### config.mk
export PLATFORM = sky130hd
export DESIGN_NAME = master_interface
export DESIGN_NICKNAME = d
export VERILOG_FILES = /design/src/rtl/master_bus_pkg.sv /design/src/rtl/bus_shift_reg.sv /design/src/rtl/master_interface.sv
export SDC_FILE = /design/constraint.sdc
export NUM_CORES = 1
export LEC_CHECK = 0
export BUFFER_PORTS_ARGS = -buffer_cell sky130_fd_sc_hd__buf_2
export CORE_ASPECT_RATIO = 0.7
export CORE_UTILIZATION = 37
export DETAILED_ROUTE_END_ITERATION = 16
export PLACE_DENSITY = 0.66
export SETUP_SLACK_MARGIN = 0.2
export SYNTH_ARGS = -nofsm -noshare
export SYNTH_HDL_FRONTEND = slang
export SYNTH_HIERARCHICAL = 1
export SYNTH_SLANG_ARGS = --single-unit
### constraint.sdc
create_clock -name clk -period 6.26 [get_ports clk]
set_input_delay 0.313 -clock clk [delete_from_list [all_inputs] [get_ports clk]]
set_output_delay 0.313 -clock clk [all_outputs]
set_load 0.01 [all_outputs]
### src/rtl/master_bus_pkg.sv
// Shared types for the serial system bus initiator: response/status codes, FSM encoding, frame geometry.
package master_bus_pkg;

    localparam int SLAVE_W    = 2;
    localparam int MEM_ADDR_W = 12;
    localparam int FRAME_W    = SLAVE_W + 1 + MEM_ADDR_W;
    localparam int DATA_W     = 8;
    localparam int BITCNT_W   = 4;

    typedef enum logic [1:0] {
        RESP_NAK  = 2'b00,
        RESP_BUSY = 2'b01,
        RESP_OK   = 2'b10,
        RESP_DONE = 2'b11
    } resp_e;

    typedef enum logic [1:0] {
        STAT_OK       = 2'b00,
        STAT_NAK      = 2'b01,
        STAT_DONE_TO  = 2'b10,
        STAT_SPLIT_TO = 2'b11
    } status_e;

    typedef enum logic [3:0] {
        ST_IDLE,
        ST_REQ,
        ST_START,
        ST_ADDR,
        ST_WAIT_RESP,
        ST_SPLIT_WAIT,
        ST_WDATA,
        ST_RDATA,
        ST_WAIT_DONE,
        ST_FINISH
    } state_e;

    function automatic int max3(input int a, input int b, input int c);
        int m;
        m = (a > b) ? a : b;
        return (m > c) ? m : c;
    endfunction

endpackage

### src/rtl/bus_shift_reg.sv
// Loadable shift register, MSB first, with a saturating count of bits shifted since the last load.
module bus_shift_reg
    import master_bus_pkg::*;
#(
    parameter int WIDTH = FRAME_W
) (
    input  logic                clk,
    input  logic                reset,
    input  logic                load,
    input  logic [WIDTH-1:0]    load_data,
    input  logic                shift,
    input  logic                serial_in,
    output logic [WIDTH-1:0]    data,
    output logic [BITCNT_W-1:0] count
);

    always_ff @(posedge clk) begin
        if (reset) begin
            data  <= '0;
            count <= '0;
        end else if (load) begin
            data  <= load_data;
            count <= '0;
        end else if (shift) begin
            data <= {data[WIDTH-2:0], serial_in};
            if (count != '1) begin
                count <= count + BITCNT_W'(1);
            end
        end
    end

endmodule

### src/rtl/master_interface.sv
// Initiator end of the serial system bus: arbitration, address frame, split handling, data shift, completion.
//   state      | meaning
//   IDLE       | ready for a core request
//   REQ        | bus_request high, waiting for grant
//   START      | start bit on addr (one cycle)
//   ADDR       | 15 frame bits on addr, MSB first
//   WAIT_RESP  | waiting for OK/BUSY, response timer running
//   SPLIT_WAIT | slave split; bus released until arbiter re-grants
//   WDATA      | 8 write bits on w_data
//   RDATA      | 8 read bits sampled from r_data
//   WAIT_DONE  | waiting for DONE, done timer running
//   FINISH     | one-cycle completion to the core
module master_interface
    import master_bus_pkg::*;
#(
    parameter int RESP_TIMEOUT  = 8,
    parameter int DONE_TIMEOUT  = 4,
    parameter int SPLIT_TIMEOUT = 1024
) (
    input  logic                  clk,
    input  logic                  reset,
    input  logic                  req_valid,
    output logic                  req_ready,
    input  logic                  req_write,
    input  logic [SLAVE_W-1:0]    req_slave,
    input  logic [MEM_ADDR_W-1:0] req_addr,
    input  logic [DATA_W-1:0]     req_wdata,
    output logic                  rsp_valid,
    output logic [DATA_W-1:0]     rsp_rdata,
    output logic [1:0]            rsp_status,
    output logic                  bus_request,
    input  logic                  bus_grant,
    output logic                  master_en,
    output logic                  addr,
    output logic                  w_data,
    input  logic                  r_data,
    input  logic [1:0]            response
);

    localparam int TMR_W = $clog2(max3(RESP_TIMEOUT, DONE_TIMEOUT, SPLIT_TIMEOUT)) + 1;

    state_e               state, state_d;
    logic [TMR_W-1:0]     tmr, tmr_d;
    logic                 tmr_tc;
    logic                 accept;
    logic                 write_q;
    logic [DATA_W-1:0]    wdata_q;

    logic                 addr_d, w_data_d, master_en_d, bus_request_d, rsp_valid_d;
    logic [1:0]           rsp_status_d;
    logic [DATA_W-1:0]    rsp_rdata_d;

    logic                 tx_load, tx_shift, rx_load, rx_shift;
    logic [FRAME_W-1:0]   tx_load_data, tx_data, rx_data;
    logic [BITCNT_W-1:0]  tx_count, rx_count;
    logic                 unused_bits;

    bus_shift_reg #(.WIDTH(FRAME_W)) u_tx (
        .clk       (clk),
        .reset     (reset),
        .load      (tx_load),
        .load_data (tx_load_data),
        .shift     (tx_shift),
        .serial_in (1'b0),
        .data      (tx_data),
        .count     (tx_count)
    );

    bus_shift_reg #(.WIDTH(FRAME_W)) u_rx (
        .clk       (clk),
        .reset     (reset),
        .load      (rx_load),
        .load_data ('0),
        .shift     (rx_shift),
        .serial_in (r_data),
        .data      (rx_data),
        .count     (rx_count)
    );

    // Only the TX MSB and the low RX byte are ever observed.
    assign unused_bits = ^{tx_data[FRAME_W-2:0], rx_data[FRAME_W-1:DATA_W]};

    assign req_ready = (state == ST_IDLE);
    assign accept    = req_valid && (state == ST_IDLE);
    assign tmr_tc    = (tmr <= TMR_W'(1));

    always_ff @(posedge clk) begin
        if (reset) begin
            state       <= ST_IDLE;
            tmr         <= '0;
            write_q     <= 1'b0;
            wdata_q     <= '0;
            addr        <= 1'b0;
            w_data      <= 1'b0;
            master_en   <= 1'b0;
            bus_request <= 1'b0;
            rsp_valid   <= 1'b0;
            rsp_status  <= '0;
            rsp_rdata   <= '0;
        end else begin
            state       <= state_d;
            tmr         <= tmr_d;
            addr        <= addr_d;
            w_data      <= w_data_d;
            master_en   <= master_en_d;
            bus_request <= bus_request_d;
            rsp_valid   <= rsp_valid_d;
            rsp_status  <= rsp_status_d;
            rsp_rdata   <= rsp_rdata_d;
            if (accept) begin
                write_q <= req_write;
                wdata_q <= req_wdata;
            end
        end
    end

    always_comb begin
        state_d       = state;
        tmr_d         = tmr;
        addr_d        = 1'b0;
        w_data_d      = 1'b0;
        master_en_d   = master_en;
        bus_request_d = bus_request;
        rsp_valid_d   = 1'b0;
        rsp_status_d  = rsp_status;
        rsp_rdata_d   = rsp_rdata;
        tx_load       = 1'b0;
        tx_load_data  = '0;
        tx_shift      = 1'b0;
        rx_load       = 1'b0;
        rx_shift      = 1'b0;

        case (state)
            ST_IDLE: begin
                if (req_valid) begin
                    state_d       = ST_REQ;
                    bus_request_d = 1'b1;
                    tx_load       = 1'b1;
                    tx_load_data  = {req_slave, req_write, req_addr};
                end
            end
            ST_REQ: begin
                if (bus_grant) begin
                    state_d     = ST_START;
                    master_en_d = 1'b1;
                    addr_d      = 1'b1;
                end
            end
            ST_START: begin
                state_d  = ST_ADDR;
                tx_shift = 1'b1;
                addr_d   = tx_data[FRAME_W-1];
            end
            ST_ADDR: begin
                if (tx_count == BITCNT_W'(FRAME_W)) begin
                    state_d = ST_WAIT_RESP;
                    tmr_d   = TMR_W'(RESP_TIMEOUT);
                end else begin
                    tx_shift = 1'b1;
                    addr_d   = tx_data[FRAME_W-1];
                end
            end
            ST_WAIT_RESP: begin
                if (response == RESP_OK) begin
                    if (write_q) begin
                        // First write bit goes straight out; the rest are queued in TX.
                        state_d      = ST_WDATA;
                        w_data_d     = wdata_q[DATA_W-1];
                        tx_load      = 1'b1;
                        tx_load_data = {wdata_q[DATA_W-2:0], {(FRAME_W-DATA_W+1){1'b0}}};
                    end else begin
                        state_d = ST_RDATA;
                        rx_load = 1'b1;
                    end
                end else if (response == RESP_BUSY) begin
                    state_d       = ST_SPLIT_WAIT;
                    master_en_d   = 1'b0;
                    bus_request_d = 1'b0;
                    tmr_d         = TMR_W'(SPLIT_TIMEOUT);
                end else if (tmr_tc) begin
                    state_d       = ST_FINISH;
                    master_en_d   = 1'b0;
                    bus_request_d = 1'b0;
                    rsp_valid_d   = 1'b1;
                    rsp_status_d  = STAT_NAK;
                end else begin
                    tmr_d = tmr - TMR_W'(1);
                end
            end
            ST_SPLIT_WAIT: begin
                if (bus_grant) begin
                    state_d       = ST_WAIT_RESP;
                    master_en_d   = 1'b1;
                    bus_request_d = 1'b1;
                    tmr_d         = TMR_W'(RESP_TIMEOUT);
                end else if (tmr_tc) begin
                    state_d      = ST_FINISH;
                    rsp_valid_d  = 1'b1;
                    rsp_status_d = STAT_SPLIT_TO;
                end else begin
                    tmr_d = tmr - TMR_W'(1);
                end
            end
            ST_WDATA: begin
                if (tx_count == BITCNT_W'(DATA_W-1)) begin
                    state_d = ST_WAIT_DONE;
                    tmr_d   = TMR_W'(DONE_TIMEOUT);
                end else begin
                    tx_shift = 1'b1;
                    w_data_d = tx_data[FRAME_W-1];
                end
            end
            ST_RDATA: begin
                rx_shift = 1'b1;
                if (rx_count == BITCNT_W'(DATA_W-1)) begin
                    state_d = ST_WAIT_DONE;
                    tmr_d   = TMR_W'(DONE_TIMEOUT);
                end
            end
            ST_WAIT_DONE: begin
                if (response == RESP_DONE) begin
                    state_d       = ST_FINISH;
                    master_en_d   = 1'b0;
                    bus_request_d = 1'b0;
                    rsp_valid_d   = 1'b1;
                    rsp_status_d  = STAT_OK;
                    if (!write_q) begin
                        rsp_rdata_d = rx_data[DATA_W-1:0];
                    end
                end else if (tmr_tc) begin
                    state_d       = ST_FINISH;
                    master_en_d   = 1'b0;
                    bus_request_d = 1'b0;
                    rsp_valid_d   = 1'b1;
                    rsp_status_d  = STAT_DONE_TO;
                end else begin
                    tmr_d = tmr - TMR_W'(1);
                end
            end
            ST_FINISH: begin
                state_d       = ST_IDLE;
                master_en_d   = 1'b0;
                bus_request_d = 1'b0;
            end
            default: begin
                state_d       = ST_IDLE;
                master_en_d   = 1'b0;
                bus_request_d = 1'b0;
            end
        endcase
    end

endmodule

==> out/results.ini, run 1 <==
[synth]
yosysWarnings=6
netlist_instances=465
syn_area_per_cell_um2=8.60
netlist_area_mm2=0.00400

[place]
io_buffers=45
place_area_mm2=0.00426
gp_congestion=0.851
dp_hpwl_um=6600

[global_route]
antenna_found_initial=0
grt_pass1_vias=3240
grt_max_degree=72
track_usage=0.181
grt-ovfl-total=0
grt_pass1_wl_um=16000

[min_path]
holdPathStages=3
hold_start=req_wdata[2]
hold_end=wdata_q[2]
hold_path.class=in2reg

[critical_path]
cp_slowest_cell=nand2b_1
cp_num_buf_inv=0
r2r_slack_ps=3060
critPathMaxFanout=25
crit_family=simple AND/OR/NAND/NOR gates
worst_ep_required_time_ps=6440
cp-start-kind=flop
rr_endpoint=u_tx/count[3]
reg2reg_from=state[2]
worstPathCellList=nor4b_2 > and3_1 > nand2b_1 > nor2_1 > o211ai_1 > o41ai_1
r2r_cells=6
arrival_ps=3380
cp-end-kind=flop
critPathKind=reg2reg
cpPeakStageDelay_ps=810

[pwr]
ir_worst_vdd_mv=0.137
intPower_uw=982
power.density_mw_per_mm2=329
switching_share=0.343
p_seq_frac=0.371
leakage_uw=0.00182
p_comb_frac=0.305
switchingPower_uw=513
clockPowerShare=0.325

[timing]
setup-violations-final=0
slew_headroom=0.248
layout_worst_path_cycle_share=0.510
fin_tns_setup_ps=0
fin_crit_ps=3200
skew_ps=5.04
max_freq_mhz=313
grt_setup_unrepaired=no
final_hold_viol_count=0
worst_slew_pin_slew_ps=1120
maxSlewViolCount=0

[route]
routed-via-count=3528
via_per_inst=5.58
detail-route-antenna-nets=0
drc_errors=0
drt_iter0_drc=222
avgRoutedWirePerCell_um=15.2
finalWirelength_um=9630
dr.pass1.iters=5

[cts]
clock_latency_ps=330
post_cts_buffers=0
cts_htree_levels=3
holdBufCountCts=0
cts-root-buf=clkbuf_16
cts_resized=0
clock-sinks=70
numCtsBuffers=9
cts_buffer_depth=2
cts.reportedPaths.clkPinSlew_ps=60
cts_tree=done

[final_layout]
syn2layout_area_growth_pct=13.5
fin_area_mm2=0.00454
antenna_cells=0
layout.nets=531
drive_gt1_frac=0.192

[run]
maxCapViolations=0

[die]
dieArea_mm2=0.0112
start_util=0.383
chipWidth_um=126
io_pins=46
rows=31
fp.coreArea_mm2=0.0104
die_y_um=89.0

[status]
status=finished clean

-- power by group through the flow --
stage               combinational (uW)  sequential [uW]  clock [uW]
floorplan                          394              521           0
global placement                   440              557           0
detailed placement                 447              561           0
CTS                                450              552         500
global route                       505              563         518
finish                             455              554         486
-- metrics by stage --
stage / hold slack (ps) / utilization / setup WS [ps] / std cells / power, uW
6_report: 216 / 0.435 / 3060 / 632 / 1500
5_1_grt: 219 / 0.435 / 2730 / 632 / 1590
4_1_cts: 204 / 0.435 / 3080 / 632 / 1500
3_5_place_dp: 449 / 0.408 / 3100 / 618 / 1010
3_3_place_gp: 447 / 0.408 / 3250 / 618 / 998
2_1_floorplan: 436 / - / 3920 / 473 / 915
-- cell type report --
type	count	area, um2
fillers	1009	5890
clock inverters	4	50.0
clock buffers	10	229
well taps	132	165
inverters	8	30.0
multi-input cells	359	2410
flip-flops and latches	70	1400
repair buffers	49	255
-- how the worst max path moves through the flow --
| stage | start | to | slack [ps] | cells past startpoint |
|---|---|---|---|---|
| floorplan | state[0] | u_tx/data[0] | 3920 | 10 |
| global placement | state[2] | u_tx/count[3] | 3250 | 6 |
| detailed placement | state[2] | u_tx/count[3] | 3100 | 6 |
| CTS | state[2] | u_tx/count[3] | 3080 | 6 |
| global route | state[2] | u_tx/count[3] | 2730 | 6 |
| finish | state[2] | u_tx/count[3] | 3060 | 6 |
-- layout by cell type (no fill, tap or decap), types with 5 or more instances in the layout --
cell type  count
o21ai_0       15
dfxtp_1       70
a22o_1         7
a211oi_1       5
nand2_1       46
mux2_2        15
nor2b_1        6
mux2_4         8
inv_1          8
buf_2         45
and3_1        12
o31ai_1        5
nor2_1        53
clkbuf_16      9
a21oi_1       33
o32ai_1        6
nand4_1        5
or3_1          7
nor4_1         6
nor3_1         7
mux2i_1       36
nand2b_1      10
nand3_1        5
conb_1         9
-- sequential cells by signal, summed over array words and instances (netlist names), 2 cells and up --
signal      cells
tmr            11
state           4
u_rx/data       8
rsp_rdata       8
u_rx/count      4
u_tx/count      4
rsp_status      2
u_tx/data      15
wdata_q         8
-- worst register-to-register path, delay by kind of cell (launching register included) --
family             cells  cell delay [ps]
DFF                    1              770
and+or+nand+nor        4             2020
AOI/OAI and AO/OA      2              260
-- metal layers --
layer  vias to the layer above  routed length (um)  global-route usage  share of wire
met1                      1684                4990               0.252           0.52
li1                       1753                   -                   -              -
met2                        83                4100               0.276           0.43
met4                         0                  93              0.0548         0.0097
met3                         8                 444              0.0479          0.046
met5                         -                   0                   0              0
Power figures use the tool's default switching activity.
==> run 2, diff against run 1 <==
==> constraint.sdc (replaced) <==
create_clock -name clk -period 3.2 [get_ports clk]
set_input_delay 0.16 -clock clk [delete_from_list [all_inputs] [get_ports clk]]
set_output_delay 0.16 -clock clk [all_outputs]
set_load 0.01 [all_outputs]
==> out/results.ini, run 2 (synthesis gave the netlist of run 1 again) <==
[global_route]
grt-ovfl-total=0  ; unchanged
grt_pass1_wl_um=16700  ; +4.0%
grt_max_degree=35  ; -51%
antenna_found_initial=0  ; unchanged
grt_pass1_vias=3421  ; +5.6%
track_usage=0.187  ; +0.00594

[cts]
post_cts_buffers=0  ; unchanged
holdBufCountCts=0  ; unchanged
cts.reportedPaths.clkPinSlew_ps=60  ; about the same
cts-root-buf=clkbuf_16
numCtsBuffers=9  ; unchanged
cts_tree=done
cts_buffer_depth=2  ; unchanged
clock_latency_ps=330  ; about the same
cts_resized=0  ; unchanged
clock-sinks=70  ; unchanged
cts_htree_levels=3  ; unchanged

[min_path]
hold_start=req_wdata[0]
hold_end=wdata_q[0]
holdPathStages=3  ; unchanged
hold_path.class=in2reg

[place]
dp_hpwl_um=7100  ; +7.5%
gp_congestion=0.877  ; +3.0%
io_buffers=45  ; unchanged

[run]
maxCapViolations=0  ; unchanged

[final_layout]
layout_common_cells=dfxtp_1, nor2_1, nand2_1
syn2layout_area_growth_pct=16.0
antenna_cells=0  ; unchanged
largest_reg_flops=15  ; unchanged
drive_gt1_frac=0.211  ; +0.0189
largestRegisters=u_tx/data (15), tmr (11)
top_register=u_tx/data
layout.nets=541  ; +1.9%
final_common_cell=dfxtp_1

[critical_path]
crit_top_cell=buf_4
reg2reg_from=state[0]
cp-end-kind=flop
crit_family=simple AND/OR/NAND/NOR gates
r2r_slack_ps=550  ; -2520 ps
cp-start-kind=flop
worst_ep_required_time_ps=3410  ; -3030 ps
worstPathCellList=buf_4 > nor4_1 > buf_4 > nand2_1 > nand2b_1 > buf_4 > mux2i_1 > nor2_1
arrival_ps=2870  ; -510 ps
cp_slowest_cell=dfxtp_1
r2r_cells=8  ; +2
critPathKind=reg2reg
cp_num_buf_inv=3  ; +3
rr_endpoint=u_tx/data[13]
cp.depth=8  ; +2
critPathMaxFanout=18  ; -28%
cpPeakStageDelay_ps=450  ; -360 ps

[timing]
whs_ps=62.0  ; -154 ps
max_freq_mhz=377  ; +20%
final_hold_viol_count=0  ; unchanged
maxSlewViolCount=0  ; unchanged
worst_slew_pin_slew_ps=640  ; -484 ps
fin_crit_ps=2650  ; -541 ps
slew_headroom=0.567  ; +0.319
layout_worst_path_cycle_share=0.830  ; +0.319
fin_tns_setup_ps=0  ; unchanged
setup-violations-final=0  ; unchanged
skew_ps=4.92  ; -0.119 ps
grt_setup_unrepaired=no

[die]
chipWidth_um=126  ; unchanged
rows=31  ; unchanged
io_pins=46  ; unchanged
die_y_um=89.0  ; unchanged
dieArea_mm2=0.0112  ; unchanged
fp.coreArea_mm2=0.0104  ; unchanged
start_util=0.383  ; unchanged

[route]
drc_errors=0  ; unchanged
avgRoutedWirePerCell_um=15.4  ; +1.4%
dr.pass1.iters=4  ; -1
drt_iter0_drc=309  ; +39%
detail-route-antenna-nets=0  ; unchanged
routed-via-count=3637  ; +3.1%
via_per_inst=5.65  ; +1.2%
finalWirelength_um=9940  ; +3.3%

[pwr]
power.density_mw_per_mm2=650  ; +97%
power_uw=3020  ; +100%
ir_worst_vdd_mv=0.261  ; +91%
leakage_uw=0.00189  ; +3.5%

[status]
status=finished clean

-- run 2: cell types whose count changed in the layout (fill, tap and decap cells not counted), sizes merged --
cell    previous run  this run
buf               49        59
clkbuf            10        11
clkinv             1         2
-- run 2: worst max path at each step --
stage                     startpoint       endpoint  slack, ps
final                       state[0]  u_tx/data[13]        550
after global routing        state[0]   u_tx/data[1]        390
after CTS                   state[0]  u_tx/data[13]        630
after detailed placement    state[0]  u_tx/data[13]        650
after global placement      state[0]   u_tx/data[0]        760
after floorplan             state[0]   u_tx/data[0]        860
-- run 2: through the flow --
stage	setup slack, ps	cell area, um2	cells	util
2_1_floorplan	861	4030	473	-
3_3_place_gp	757	4340	628	0.416
3_5_place_dp	646	4340	628	0.416
4_1_cts	630	4640	644	0.445
5_1_grt	387	4640	644	0.445
6_report	545	4640	644	0.445
-- run 2: metal layers --
metal | part of all wire | global-route usage | vias up
met1 | 0.49 | 0.254 | 1718
met4 | 0.014 | 0.0679 | 0
met5 | 0 | 0 | -
met3 | 0.063 | 0.0515 | 13
met2 | 0.43 | 0.287 | 130
li1 | - | - | 1776
-- run 2: layout make-up --
class	instances	area (um2)
fill	1006	5800
multi-input combinational	359	2410
sequential	70	1400
timing repair buffer	59	330
clock buffer	11	243
tap	132	165
clock inverter	5	58.8
inverter	8	30.0
-- run 2: worst reg2reg max path, stage by stage, from the launching register on --
cell	delay, ps
dfxtp_1	450
buf_4	270
nor4_1	350
buf_4	230
nand2_1	220
nand2b_1	430
buf_4	310
mux2i_1	230
nor2_1	60
-- run 2: power by group --
group / total (uW) / internal, uW / switching, uW
registers: 1040 / 955 / 89.6
logic: 973 / 402 / 572
clock network: 997 / 624 / 373
